## config.mk

```make
export PLATFORM = sky130hd
export DESIGN_NAME = ram_acc_sequencer
export DESIGN_NICKNAME = d
export VERILOG_FILES = /design/src/rtl/ram_acc_sequencer.sv
export SDC_FILE = /design/constraint.sdc
export NUM_CORES = 1
export LEC_CHECK = 0
export ABC_CLOCK_PERIOD_IN_PS = 4400
export CAP_MARGIN = 20
export CORE_MARGIN = 2
export CORE_UTILIZATION = 45
export CTS_BUF_LIST = sky130_fd_sc_hd__clkbuf_8
export DETAILED_ROUTE_END_ITERATION = 10
export PLACE_DENSITY = 0.78
export SYNTH_ARGS = -nofsm -noshare
export SYNTH_HDL_FRONTEND = slang
export SYNTH_SLANG_ARGS = --single-unit
export TNS_END_PERCENT = 5
```

## constraint.sdc

```tcl
create_clock -name clk -period 4.4 [get_ports clk]
set_clock_uncertainty 0.2 [all_clocks]
set_input_delay 0.88 -clock clk [delete_from_list [all_inputs] [get_ports clk]]
set_output_delay 0.88 -clock clk [all_outputs]
set_load 0.01 [all_outputs]
```

## src/rtl/ram_acc_sequencer.sv

```systemverilog
`default_nettype none
// ============================================================================
// Module   : ram_acc_sequencer
// Brief    : Fills a RAM from a word generator, then reads it back through an
//            external accumulator and checks the total against a running sum.
// Revision : 1.0 - initial release
// ============================================================================
module ram_acc_sequencer #(
    parameter int ADDR_W = 2,
    parameter int DATA_W = 3
) (
    input  logic              clk,
    input  logic              reset,
    input  logic              start,
    input  logic [DATA_W-1:0] gen_data,
    input  logic [DATA_W-1:0] acc_out,
    output logic              gen_next,
    output logic [ADDR_W-1:0] address,
    output logic              cs,
    output logic              we,
    output logic              oe,
    output logic              acc_reset,
    output logic              busy,
    output logic              done,
    output logic              pass
);

    localparam logic [2:0] c_IDLE  = 3'd0;
    localparam logic [2:0] c_WRITE = 3'd1;
    localparam logic [2:0] c_ADV   = 3'd2;
    localparam logic [2:0] c_CLR   = 3'd3;
    localparam logic [2:0] c_READ  = 3'd4;
    localparam logic [2:0] c_CHECK = 3'd5;
    localparam logic [2:0] c_DONE  = 3'd6;

    localparam logic [ADDR_W-1:0] c_ADDR_LAST = '1;

    logic [2:0]        state_q, state_d;
    logic [ADDR_W-1:0] addr_q,  addr_d;
    logic [DATA_W-1:0] exp_q,   exp_d;
    logic              pass_q,  pass_d;

    always_ff @(posedge clk or posedge reset) begin
        if (reset) begin
            state_q <= c_IDLE;
            addr_q  <= '0;
            exp_q   <= '0;
            pass_q  <= 1'b0;
        end else begin
            state_q <= state_d;
            addr_q  <= addr_d;
            exp_q   <= exp_d;
            pass_q  <= pass_d;
        end
    end

    // Address counter wraps naturally, so it is back at 0 after both passes.
    always_comb begin
        state_d = state_q;
        addr_d  = addr_q;
        exp_d   = exp_q;
        pass_d  = pass_q;
        case (state_q)
            c_IDLE, c_DONE: begin
                if (start) begin
                    state_d = c_WRITE;
                    addr_d  = '0;
                    exp_d   = '0;
                    pass_d  = 1'b0;
                end
            end
            c_WRITE: begin
                exp_d   = exp_q + gen_data;
                state_d = c_ADV;
            end
            c_ADV: begin
                addr_d  = addr_q + 1'b1;
                state_d = (addr_q == c_ADDR_LAST) ? c_CLR : c_WRITE;
            end
            c_CLR: begin
                state_d = c_READ;
            end
            c_READ: begin
                addr_d = addr_q + 1'b1;
                if (addr_q == c_ADDR_LAST) begin
                    state_d = c_CHECK;
                end
            end
            c_CHECK: begin
                pass_d  = (acc_out == exp_q);
                state_d = c_DONE;
            end
            default: begin
                state_d = c_IDLE;
            end
        endcase
    end

    always_comb begin
        gen_next  = 1'b0;
        cs        = 1'b0;
        we        = 1'b0;
        oe        = 1'b0;
        acc_reset = 1'b0;
        busy      = 1'b0;
        done      = 1'b0;
        case (state_q)
            c_WRITE: begin
                cs   = 1'b1;
                we   = 1'b1;
                busy = 1'b1;
            end
            c_ADV: begin
                gen_next = 1'b1;
                busy     = 1'b1;
            end
            c_CLR: begin
                acc_reset = 1'b1;
                busy      = 1'b1;
            end
            c_READ: begin
                cs   = 1'b1;
                oe   = 1'b1;
                busy = 1'b1;
            end
            c_CHECK: begin
                busy = 1'b1;
            end
            c_DONE: begin
                done = 1'b1;
            end
            default: begin
                busy = 1'b0;
            end
        endcase
    end

    assign address = addr_q;
    assign pass    = pass_q;

endmodule
`default_nettype wire
```

==> results, run 1 <==
- The antenna diode instance count is 0.
- In this run the number of H-tree levels came out at 1.
- Traced cell by cell, the critical path runs through or3b_4, o21ai_0, clkdlybuf4s50_1.
- The share of layout cells above drive strength 1 is 8.974%.
- The critical path is of the flop to primary output type.
- Routability-driven placement finished with a final weighted congestion of 0.6905.
- In the routed layout, each cell is associated on average with a via count of 5.495.
- The via count is 511.
- The initial cell density of the core is 47.44%.
- The cell class contributing the biggest share of worst-path delay is flip-flops.
- The share of flip-flops with an asynchronous set or reset is 100.0%.
- The clock reaches the later pin of the worst-skew pair after 0.24 ns.
- The setup TNS after final layout is 0 ns.
- The warning count from the yosys run is 0.
- Of all nets on the critical path, the largest fanout is 17.
- In the post-synthesis netlist, the biggest area contributors are dfrtp_1, xor2_1, a22o_1, ha_1, fa_1.
- The cell area after placement is 772.0 sq um.
- The worst-case IR drop observed on VDD is 0.0003654 V.
- After floorplanning, the core was divided into 13 placement rows.
- The mapped netlist covers 601.8 sq um.
- The total clock sinks is 9.
- The number of slew-limit violations in the final report came to 0.
- The most common cell in the synthesized netlist is dfrtp_1.
- A synthesized cell averages 10.03 sq um.
- The TritonCTS clock tree is done.
- Setup violations remaining at the end of the flow were counted as 0.
- The flow ran to the end, and the final reports show no timing, DRC or antenna violations.
- The synthesized design contains 0 enable-type register cells.
- The number of port buffers is 18.
- The share of the Yosys chip area taken by registers is 37.42%.
- Counting I/O delays and the setup requirement, the final critical path takes 3.002 ns.
- After clock tree synthesis, the clock-pin slew on the worst setup and hold paths is 0.05 ns.
- The net count of the mapped netlist is 72.
- The largest stage delay on the critical path is 0.59 ns.
- After synthesis, the largest area contributor takes up 37.42% of total cell area.
- After detailed routing, the total wire length is 1286 um.
- For this design the static power due to leakage is 0.3783 nW.
- The relative slew slack is 69.14%.
- Detailed placement ended at an HPWL of 948.9 um.
- The number of buffers on the longest clock path is 2.
- The critical path launch point type is a flop.
- The type of element capturing the critical path is a primary output.
- The master of the slowest instance on the critical path is dfrtp_1.
- Max-cap violations in this run came to 0.
- Once the clock tree was built, the setup fixing pass inserted 0 buffers.
- The number of nets with antenna violations after detailed routing is 0.
- Measured along the x axis, the die boundary spans 40.57 um.
- The final cycle utilization of the critical path is 68.22%.
- The residual DRC count is 0.
- Entering global routing, the biggest net connects 18 pins.
- The maximum operating frequency is 333.1 MHz.
- Setup repair after global routing left no endpoint under its margin.
- The area growth from synthesis to layout is 35.76%.
- At the pin with the least slew margin, the transition time is 0.4630 ns.
- Counting both buffers and inverters, the worst setup path holds a total of 1.
- For this run, the leading register cell type out of synthesis is dfrtp_1.
- The number of CTS-inserted buffers is 3.
- Across all hold checks on the routed design, the worst slack comes to 0.3216 ns.
- The data required time at the worst endpoint is 3.32 ns.
- The first global-routing pass estimated 1766 um of wire.
- The total area inside the core boundary comes to 1269 sq um.
- Global routing consumed, over all layers together, 18.25% of the routing resources.
- The I/O pin total is 19.
- The total power draw is 575.4 uW.
- The number of global-route vias before repair is 385.
- In this run the power density over the cells is 704.2 nW/um^2.
- After the first detailed-routing iteration, the DRC count stood at 7.
- Dividing the detail-routed wire length by the instance count gives 13.83 um.
- The number of distinct library cells after synthesis is 33.
- The initial antenna violation count is 0.
- The number of iterations in the first detailed-routing pass is 3.
- In the synthesized netlist, the number of instances is 60.
- The filler cells instantiated in the layout total 117.
- The count of instances resized after the clock tree is built is 0.
- The total grt overflow is 0.
- Ranked by instance count, the synthesized netlist is headed by dfrtp_1, xor2_1.
- The final core area utilization is 64.40%.
- The cell taking the most area after synthesis is dfrtp_1.
- The total count of hold-check failures in the final report is 0.
- The register bit total from synthesis is 9.
- STA puts the critical path data arrival time at 1.92 ns.
- The die outline height is 40.57 um.
- With fillers left out, the area of the finished cells amounts to 817.0 sq um.
- After clock tree synthesis, the flow added hold-fix buffers numbering 0.
- The worst hold path belongs to the class flop to flop.
- The total die area is 1646 sq um.
- At the end of the flow, the number of nets in the layout was 91.
- In this run the clock root is driven by a clkbuf_8.
## worst paths after layout
path / cells after the start / endpoint / slack (ns) / start
worst max-delay path: 3 / cs / 1.40 / state_q[0]
worst min-delay path: 1 / pass / 0.32 / pass
worst max register to register: 5 / exp_q[2] / 2.53 / exp_q[0]
worst min register to register: 1 / pass / 0.32 / pass
max in group asynchronous: 2 / state_q[0] / 3.03 / reset
min in group asynchronous: 2 / state_q[1] / 0.71 / reset
## per-layer routing
metal / GRT usage, % / vias to the layer above / routed length, um
li1: - / 253 / -
met1: 21.36 / 247 / 552
met2: 26.19 / 9 / 668
met3: 10.00 / 2 / 49
met4: 10.00 / 0 / 15
met5: 0 / - / 0
## state kept, by name, summed over array words and instances, names as in the netlist
name,count
pass,1
address,2
state_q,3
exp_q,3
## final cells by class
cell class	count	area [sq um]	area share, %
sequential	9	225.2	27.57
inverter	3	11.26	1.378
tap	15	18.77	2.297
clock buffer	3	41.29	5.054
multi-input combinational	44	336.6	41.19
clock inverter	1	3.754	0.4594
timing repair buffer	18	180.2	22.05
## layout by cell type (no fill, tap or decap), drive strengths merged
cell and count:
clkdlybuf4s50 18, dfrtp 9, inv 4, xor2 4, nand2b 3, o21ai 3, nor2 3, a22o 3
clkbuf 3, nor3 3, a21oi 2, nand3b 2, and3 2, ha 2, or2 1, a31oi 1
nand2 1, or3b 1, nand4b 1, a21boi 1, nor4 1, a41o 1, nor3b 1, nor2b 1
o21bai 1, mux2 1, xnor2 1, a211o 1, mux2i 1, a211oi 1, fa 1
## power breakdown
group	internal [mW]	total [mW]	switching (mW)
Combinational	0.172	0.288	0.115
Clock	0.0609	0.0953	0.0344
Sequential	0.119	0.192	0.0735
## metrics by stage
step                worst slack [ns]  instances
floorplan                      2.110         60
global placement               1.659         89
detailed placement             1.616         89
CTS                            1.393         93
global route                   1.312         93
finish                         1.398         93
## kinds of logic (layout without fill, tap and decap cells)
logic type,count (synthesis),after routing,synth area share (%)
flip-flops,9,9,37.42
multiplexers,2,2,3.534
AO/OA/AOI/OAI,14,14,16.43
adder cells (fa/ha/maj),3,3,7.484
XOR/XNOR,5,5,7.276
AND/OR/NAND/NOR,20,20,21.21
buffers and inverters,7,25,6.653
## worst reg2reg max path: cells and delay by family, from the launching register on
| family | cells | cell delay [ns] |
|---|---|---|
| flops | 1 | 0.41 |
| fa+ha+maj | 2 | 0.59 |
| simple gates | 1 | 0.19 |
| compound gates | 1 | 0.22 |
| xor+xnor | 1 | 0.16 |
Power figures use the tool's default switching activity.
==> inputs of run 2 (changes only) <==
- ABC_CLOCK_PERIOD_IN_PS: 4400 -> 2900
- clock period: 4.4 -> 2.9 ns (I/O delays scaled with it)
==> results, run 2 (synthesis gave the netlist of run 1 again) <==
- Clock tree synthesis found a total of 9 sinks.
- The slew at the pin closest to its max-slew limit is 0.3555 ns.
- For this design the top-level I/O count stands at 19.
- The peak supply drop is 0.0005902 V.
- The data arrival time of the critical path is 1.75 ns.
- Entering global routing, the biggest net connects 17 pins.
- The die boundary width is 40.57 um.
- The number of port buffers is 18.
- After clock tree synthesis, the clock-pin slew on the worst setup and hold paths is 0.05 ns.
- The aggregate routed wire length is 1215 um.
- The setup TNS after final layout is 0 ns.
- Measured against its own limit, the worst slew margin works out to 76.27%.
- The signal on the critical path passes through or3b_4, inv_1, clkdlybuf4s50_1.
- The reported leakage power is 0.3918 nW.
- The estimated wirelength of the detail-placed design is 920.2 um.
- The cell at the root of the clock tree is clkbuf_8.
- STA classifies the critical path endpoint as a primary output.
- The run finished with clean final reports.
- After the last flow step, the layout net total stands at 94.
- The top cell types in the final layout, fill and taps aside, are clkdlybuf4s50_1, dfrtp_1, xor2_1.
- For the worst setup path, the data required time is 2.12 ns.
- Setup slack closes at 0.3714 ns.
- The number of inserted filler cells in the final layout is 97.
- The first-pass GRT wire length is 1773 um.
- Before CTS, the worst setup slack after placement is 0.4284 ns.
- The number of global-route vias before repair is 400.
- Buffers inserted during clock tree synthesis total 3.
- The initial antenna violation count is 0.
- Counting along the longest clock path gives a buffer depth of 2.
- The power per cell area is 1071 nW/um^2.
- The library cell used most frequently in the layout, excluding fill and tap cells, is clkdlybuf4s50_1.
- The worst setup path is launched from a flop.
- The number of buffers inserted for hold repair after clock tree synthesis is 0.
- TritonCTS built the clock tree.
- Setup repair after global routing left no endpoint under its margin.
- The core footprint is 1269 sq um.
- After layout, the worst path uses 87.19% of the clock period.
- The min-delay analysis places its worst path in the category flop to flop.
- The residual DRC count is 0.
- The post-route netlist has 13.58% of its cells at a drive strength greater than 1.
- In this run the post-CTS setup repair buffer count came out at 0.
- The antenna diode instance count is 0.
- The total grt overflow is 0.
- The kind of critical path is flop to primary output.
- The count of instances resized after the clock tree is built is 0.
- The average via count per standard cell is 5.260.
- The CTS H-tree depth is 1.
- The largest individual stage delay along the critical path comes from the cell clkdlybuf4s50_1.
- Dividing the detail-routed wire length by the instance count gives 12.66 um.
- Cells fill 66.27% of the core in the end.
- The total count of hold-check failures in the final report is 0.
- The floorplan has 13 rows.
- The number of iterations in the first detailed-routing pass is 4.
- Across the run, the number of max-cap violations was 0.
- The worst-path maximum fanout is 9.
- The number of slew-limit violations in the final report is 0.
- The area growth from synthesis to layout is 39.71%.
- The clock period minus worst slack is 2.529 ns.
- The initial cell density of the core is 47.44%.
- Measured along the y axis, the die boundary spans 40.57 um.
- For this block, the initial DRC count from the detailed router was 7.
- At the later pin of the worst-skew pair, clock insertion delay measures 0.24 ns.
- On the worst path, the slowest cell contributes a delay of 0.54 ns.
- Static timing analysis puts the maximum clock frequency at 395.5 MHz.
- The final RePlAce weighted congestion is 0.6984.
- The floorplan step defined a die boundary enclosing 1646 sq um.
- For this run, the total global-route usage over all layers was measured as 17.78%.
- The via count is 505.
- Setup violations remaining at the end of the flow were counted as 0.
- In this run the remaining antenna-violating nets after routing total 0.
## run 2: path summary, 6_finish.rpt
| check | to | startpoint | slack, ns | cells past startpoint |
|---|---|---|---|---|
| max reg2reg | exp_q[2] | exp_q[0] | 1.01 | 5 |
| max in group asynchronous | pass | reset | 1.83 | 2 |
| max | we | state_q[1] | 0.37 | 3 |
| min | pass | pass | 0.32 | 1 |
| min in group asynchronous | exp_q[2] | reset | 0.41 | 2 |
| min reg2reg | pass | pass | 0.32 | 1 |
## run 2: layout make-up
type | instances | area [sq um] | share of cell area [%]
clock buffers | 3 | 41.29 | 4.911
clock inverters | 1 | 5.005 | 0.5952
inverters | 3 | 11.26 | 1.339
multi-input cells | 44 | 336.6 | 40.03
flip-flops and latches | 9 | 225.2 | 26.79
well taps | 15 | 18.77 | 2.232
repair buffers | 21 | 202.7 | 24.11
## run 2: critical path: cells and delay by family, from the launching register on
family	cells	cell delay (ns)
buffers and inverters	2	0.65
flip-flops	1	0.44
AND/OR/NAND/NOR	1	0.42
## run 2: layer usage
layer	up-vias	part of all wire (%)	global-route usage, %
li1	258	-	-
met1	233	43	20.27
met2	10	51	26.98
met3	4	4.0	8.333
met4	0	1.7	10.00
met5	-	0	0
## run 2: through the flow
stage	total power [mW]	std cells	hold WS (ns)	instance area, sq um
after floorplan	0.5681	60	0.2079	601.8
after global placement	0.7436	92	0.2992	794.5
after detailed placement	0.7560	92	0.3255	794.5
after CTS	0.9102	96	0.3342	840.8
after global routing	0.9727	96	0.3408	840.8
final	0.9007	96	0.3237	840.8
## run 2: power breakdown
part           internal, mW  switching, mW  total [mW]
sequential            0.182         0.0511       0.233
clock                0.0939         0.0530       0.147
combinational         0.286          0.236       0.521
